$ cat src/rtl/lblreg_arbiter.sv
// ============================================================================
// Module   : lblreg_arbiter
// Brief    : Round-robin arbitrated writer for a bank of label-tagged registers.
//            H->L downgrades scrub the slot before relabelling it.
//            Optional feature macro: LBLREG_SCRUB_EN (scrub sequence; otherwise
//            downgrades are dropped and flagged on wr_reject).
// Revision : 1.0 - initial release
// ============================================================================
`default_nettype none

module lblreg_arbiter #(
  parameter int NSLOT = 4,
  parameter int DW    = 8,
  parameter int SW    = $clog2(NSLOT)
) (
  input  logic          clk,
  input  logic          rst,
  input  logic          req0_valid,
  input  logic [SW-1:0] req0_slot,
  input  logic          req0_lbl,
  input  logic [DW-1:0] req0_data,
  output logic          req0_ready,
  input  logic          req1_valid,
  input  logic [SW-1:0] req1_slot,
  input  logic          req1_lbl,
  input  logic [DW-1:0] req1_data,
  output logic          req1_ready,
  input  logic [SW-1:0] rd_slot,
  output logic [DW-1:0] rd_data,
  output logic          rd_lbl,
  output logic          busy,
  output logic          wr_reject
);

  logic             r_ptr;
  logic [NSLOT-1:0] r_lbl;
  logic [DW-1:0]    r_data [NSLOT];
  logic             w_idle;

`ifdef LBLREG_SCRUB_EN
  typedef enum logic [1:0] {
    IDLE   = 2'd0,
    SCRUB  = 2'd1,
    COMMIT = 2'd2
  } state_t;

  state_t        r_state;
  logic [SW-1:0] r_lat_slot;
  logic [DW-1:0] r_lat_data;

  assign w_idle    = (r_state == IDLE);
  assign busy      = ~w_idle;
  assign wr_reject = 1'b0;
`else
  logic r_wr_reject;

  assign w_idle    = 1'b1;
  assign busy      = 1'b0;
  assign wr_reject = r_wr_reject;
`endif

  // On contention the pointer names the requester that wins.
  assign req0_ready = w_idle & req0_valid & (~req1_valid | ~r_ptr);
  assign req1_ready = w_idle & req1_valid & (~req0_valid |  r_ptr);

  logic          w_acc;
  logic          w_sel;
  logic [SW-1:0] w_slot;
  logic          w_lbl;
  logic [DW-1:0] w_data;
  logic          w_down;

  assign w_acc  = req0_ready | req1_ready;
  assign w_sel  = req1_ready;
  assign w_slot = w_sel ? req1_slot : req0_slot;
  assign w_lbl  = w_sel ? req1_lbl  : req0_lbl;
  assign w_data = w_sel ? req1_data : req0_data;
  assign w_down = r_lbl[w_slot] & ~w_lbl;

  always_ff @(posedge clk) begin
    if (rst) begin
      r_ptr   <= 1'b0;
      r_lbl   <= '0;
      rd_data <= '0;
      rd_lbl  <= 1'b0;
      for (int i = 0; i < NSLOT; i++) begin
        r_data[i] <= '0;
      end
`ifdef LBLREG_SCRUB_EN
      r_state    <= IDLE;
      r_lat_slot <= '0;
      r_lat_data <= '0;
`else
      r_wr_reject <= 1'b0;
`endif
    end else begin
      rd_data <= r_data[rd_slot];
      rd_lbl  <= r_lbl[rd_slot];
`ifndef LBLREG_SCRUB_EN
      r_wr_reject <= 1'b0;
`endif
      if (w_acc) begin
        r_ptr <= ~w_sel;
        if (!w_down) begin
          r_lbl[w_slot]  <= w_lbl;
          r_data[w_slot] <= w_data;
        end else begin
`ifdef LBLREG_SCRUB_EN
          r_lat_slot <= w_slot;
          r_lat_data <= w_data;
          r_state    <= SCRUB;
`else
          r_wr_reject <= 1'b1;
`endif
        end
      end
`ifdef LBLREG_SCRUB_EN
      // Data is cleared while still labelled H, so old H data never pairs with L.
      case (r_state)
        SCRUB: begin
          r_data[r_lat_slot] <= '0;
          r_state            <= COMMIT;
        end
        COMMIT: begin
          r_lbl[r_lat_slot]  <= 1'b0;
          r_data[r_lat_slot] <= r_lat_data;
          r_state            <= IDLE;
        end
        default: ;
      endcase
`endif
    end
  end

endmodule

`default_nettype wire
$ cat config.mk
export PLATFORM = sky130hd
export DESIGN_NAME = lblreg_arbiter
export DESIGN_NICKNAME = d
export VERILOG_FILES = /design/src/rtl/lblreg_arbiter.sv
export SDC_FILE = /design/constraint.sdc
export NUM_CORES = 1
export LEC_CHECK = 0
export ABC_CLOCK_PERIOD_IN_PS = 4450
export CAP_MARGIN = 10
export CORE_ASPECT_RATIO = 0.75
export CORE_MARGIN = 5
export CORE_UTILIZATION = 45
export CTS_CLUSTER_SIZE = 10
export DETAILED_ROUTE_END_ITERATION = 8
export PLACE_DENSITY = 0.7
export SKIP_CTS_REPAIR_TIMING = 1
export SYNTH_ARGS = -nofsm -noshare
export SYNTH_HDL_FRONTEND = slang
export SYNTH_SLANG_ARGS = --single-unit
$ cat constraint.sdc
create_clock -name clk -period 4.45 [get_ports clk]
set_clock_uncertainty 0.2 [all_clocks]
set_input_delay 0.6675 -clock clk [delete_from_list [all_inputs] [get_ports clk]]
set_output_delay 0.6675 -clock clk [all_outputs]
set_load 0.02 [all_outputs]
# ---- After elaboration in Yosys (flattened, before gate mapping)
# Memories as Yosys holds them, arrays and structs flattened. A register that Yosys moved wholly into a read port is not among the register bits.
# Cells that the tools add are included.
dict set report word_totals {
  ff_bits 7
  latch_bits 0
  ram_bits 32
  romBits 0
  inputBits 28
  out_inout_bits 13
  word_cells 45
  mem_count 1
}
# name depth width rd rd_ports_with_merged_regs write_ports line
set memory_table {}
lappend memory_table {r_data 4 8 1 1 4 37} ;# logic [DW-1:0] r_data [NSLOT];
dict set report classes {
  n_addsub 0
  mul 0
  div_mod_pow 0
  magnitude_cmp 3
  n_eq_ne 0
  n_shift 0
  mux 20
  bitwise_logic 13
  reduce_logical 4
}
# cell count
set ops {}
lappend ops {{$mux 8} 2}
lappend ops {{$mux 1} 12}
lappend ops {{$reduce_or 8->1} 1}
lappend ops {{$not 1->1} 7}
lappend ops {{$lt 2x3->1 const B} 2}
lappend ops {{$bmux 1 s2} 2}
lappend ops {{$bwmux 4} 1}
lappend ops {{$mux 2} 2}
lappend ops {{$and 1x1->1} 3}
lappend ops {{$or 1x1->1} 3}
lappend ops {{$demux 1 s2} 1}
lappend ops {{$ge 2x1->1 const B} 1}
lappend ops {{$reduce_and 2->1} 1}
lappend ops {{$reduce_or 2->1} 1}
lappend ops {{$logic_and 1x1->1} 1}

# ---- Depth between registers and ports, before layout
dict set report logic_depth {
  ltp_word 13
  depth_mapped 7
  ltp_nobuf 6
}

# ---- Worst setup path after synthesis
# Ideal clock, no wire load.
dict set report synth_path {
  path_kind {input -> register}
  start {input req0_valid}
  end {memory r_data[0][0], enable pin}
  setup_time_ns 0.398
  arrival_ns 2.572
  t_required_ns 3.852
  setup_slack_ns 1.280
  path_stages 6
  n_path_buf 0
  path_cell_list {nand2b_4 -> nand2_4 -> clkinv_1 -> nor3_1 -> a2111oi_4 -> o41ai_1}
}
# item line
set synth_rtl {}
lappend synth_rtl {{start, declared} 18} ;# input logic req0_valid,
lappend synth_rtl {{end, declared} 37}

==> results.ini <==
[timing]
finalSetupViolCount = 0
setup_tns_ns = 0
fmax_mhz = 275
whs_ns = 0.311
relSlewSlack = 0.439
timing.final.max_slew_violations = 0
rsz0062_at_grt = no
tightest_slew_ns = 0.838
hold_viol_final = 0
period_minus_slack_ns = 3.63
min_period_over_period = 0.816
layout_setup_ws_ns = 0.820

[floorplan]
core_area_mm2 = 0.00479
die_h_um = 70.3
dieArea_mm2 = 0.00636
initial_core_util = 0.456
die_x_um = 90.5
rows = 22
num_io_pins = 41

[placement]
pre_cts_ws_ns = 0.482
hpwl_um = 3670
numPortBuffers = 39
place.gp.congestion = 0.840
place_inst = 266

[critical_path]
reg2regPathDepth = 7
rr_endpoint = r_data[3][4]$_DFFE_PP_
worstPathArrival_ns = 3.44
startpoint_type = primary input
path_max_fanout = 13
required_ns = 4.26
rrSetupSlack_ns = 1.37
r2r-start = r_ptr$_SDFFE_PP0N_
crit_type = in2reg
crit_path_end_kind = register

[min_path]
worstHoldStart = r_ptr$_SDFFE_PP0N_
holdPathStages = 1
hold_end = r_ptr$_SDFFE_PP0N_
hp-class = reg2reg

[logic_synthesis]
async_flop_share = 0
synth_area_per_cell_um2 = 12.8
ys.flop_type = edfxtp_1
synth-edff-count = 32
synth-seq-cells = 47
yosysWarnings = 0
yosysUniqueCellTypes = 38
syn_nets = 199
netlist_area_mm2 = 0.00218
synth-seq-area-share = 0.577
netlist_instances = 171

[grt]
grt_start_max_net_pins = 15
grt_use_total = 0.162
grt_pass1_vias = 1603
grt_pass1_wl_um = 7910
antenna_found_initial = 0
grt-ovfl-total = 0

[detailed_routing]
drt-initial-drc-count = 85
drt_pass1_iterations = 4
ant_nets = 0
wl_per_cell_um = 18.1
wl_um = 4990
avgViaCountPerCell = 5.51
drt_drc_violations_left = 0
num_vias = 1514

[clock_tree]
cts_inserted_buffers = 5
cts.sinks = 47
clk_pin_slew_worst_paths_ns = 0.07
cts_tree = built
root_buffer = clkbuf_8
clockBufferDepth = 2
clkLatencyLatePin_ns = 0.29
htree_levels = 2

[power_and_ir_drop]
leakagePower_uw = 0.000985
power.density_mw_per_mm2 = 345
ir_drop_uv = 190

[final_layout]
layout_common_cells = nor2_1 (39), clkdlybuf4s50_1 (39), edfxtp_1 (32)
fillerInstances = 419
num-nets-final = 242
drive_gt1_frac = 0.172
final_core_utilization = 0.568
syn_to_final_growth_pct = 24.5
antenna_cells = 0
stdcell_count = 275

[run]
maxCapViolations = 0

[outcome]
outcome = completed

## routing by layer
metal  global-route usage  vias up  part of all wire
met5                    0        -                 0
met3               0.0334        9             0.068
met4               0.0694        0             0.018
met2                0.277       66              0.48
li1                     -      716                 -
met1                0.199      723              0.43
## synthesized netlist by cell type (2+ instances only)
library cell  number  area [um^2]
clkbuf_1           3         11.3
mux2_2            11          124
dfxtp_1           15          300
buf_6              2         22.5
nand4b_1           2         17.5
nand2_1           10         37.5
and2_1            10         62.6
a41oi_1            3         26.3
mux2i_1            3         30.0
o211ai_1           3         22.5
edfxtp_1          32          961
mux4_2             9          203
o21ai_0            3         15.0
nor2_1            39          146
o41ai_1            3         26.3
## cell families after synthesis
kind of cell	Yosys count	share of synthesized area
muxes	23	0.163
other	1	0.00172
buffers and inverters	10	0.0263
DFF	47	0.577
and+or+nand+nor	70	0.151
AOI/OAI and AO/OA	20	0.0802
## how the worst max path moves through the flow
stage / start / endpoint / slack [ns] / cells past startpoint
floorplan: req0_valid / r_data[0][0]$_SDFFCE_PN0P_ / 1.28 / 6
global placement: req0_valid / r_data[1][5]$_SDFFCE_PN0P_ / 0.71 / 7
detailed placement: req0_valid / r_data[1][5]$_SDFFCE_PN0P_ / 0.48 / 7
CTS: req0_valid / r_data[1][7]$_SDFFCE_PN0P_ / 0.78 / 7
global route: req0_valid / r_data[3][4]$_DFFE_PP_ / 0.64 / 8
finish: req0_valid / r_data[3][4]$_DFFE_PP_ / 0.82 / 8
## cell type report
type | count | area, um^2 | area share
Clock buffer | 6 | 72.6 | 0.0267
Multi-Input combinational cell | 114 | 866 | 0.318
Tap cell | 60 | 75.1 | 0.0276
Sequential cell | 47 | 1260 | 0.464
Clock inverter | 2 | 12.5 | 0.00460
Timing Repair Buffer | 44 | 425 | 0.156
Inverter | 2 | 7.51 | 0.00276
## sequential cells by signal, summed over array words and instances, names as in the netlist
signal     count
r_ptr          1
r_data        32
r_lbl          4
rd_lbl         1
rd_data        8
wr_reject      1
## report_power, final
| group | switching [uW] | total (uW) | internal, uW |
|---|---|---|---|
| sequential | 13.5 | 519 | 506 |
| combinational | 89.0 | 174 | 84.6 |
| clock | 137 | 247 | 110 |
| total | 239 | 940 | 700 |
## per-stage QoR
step	cell area, um^2	total power (uW)
floorplan	2180	630
finish	2720	940
global placement	2630	696
CTS	2720	945
global route	2720	977
detailed placement	2630	703
## worst max-delay path, cell delays in order
cell	delay (ns)
clkdlybuf4s50_1	0.58
nand2b_4	0.12
nand2_4	0.19
clkinv_1	0.24
nor3_1	0.42
a2111oi_4	0.18
o41ai_1	0.76
buf_4	0.27
No activity file was read; power rests on OpenSTA's default activity.
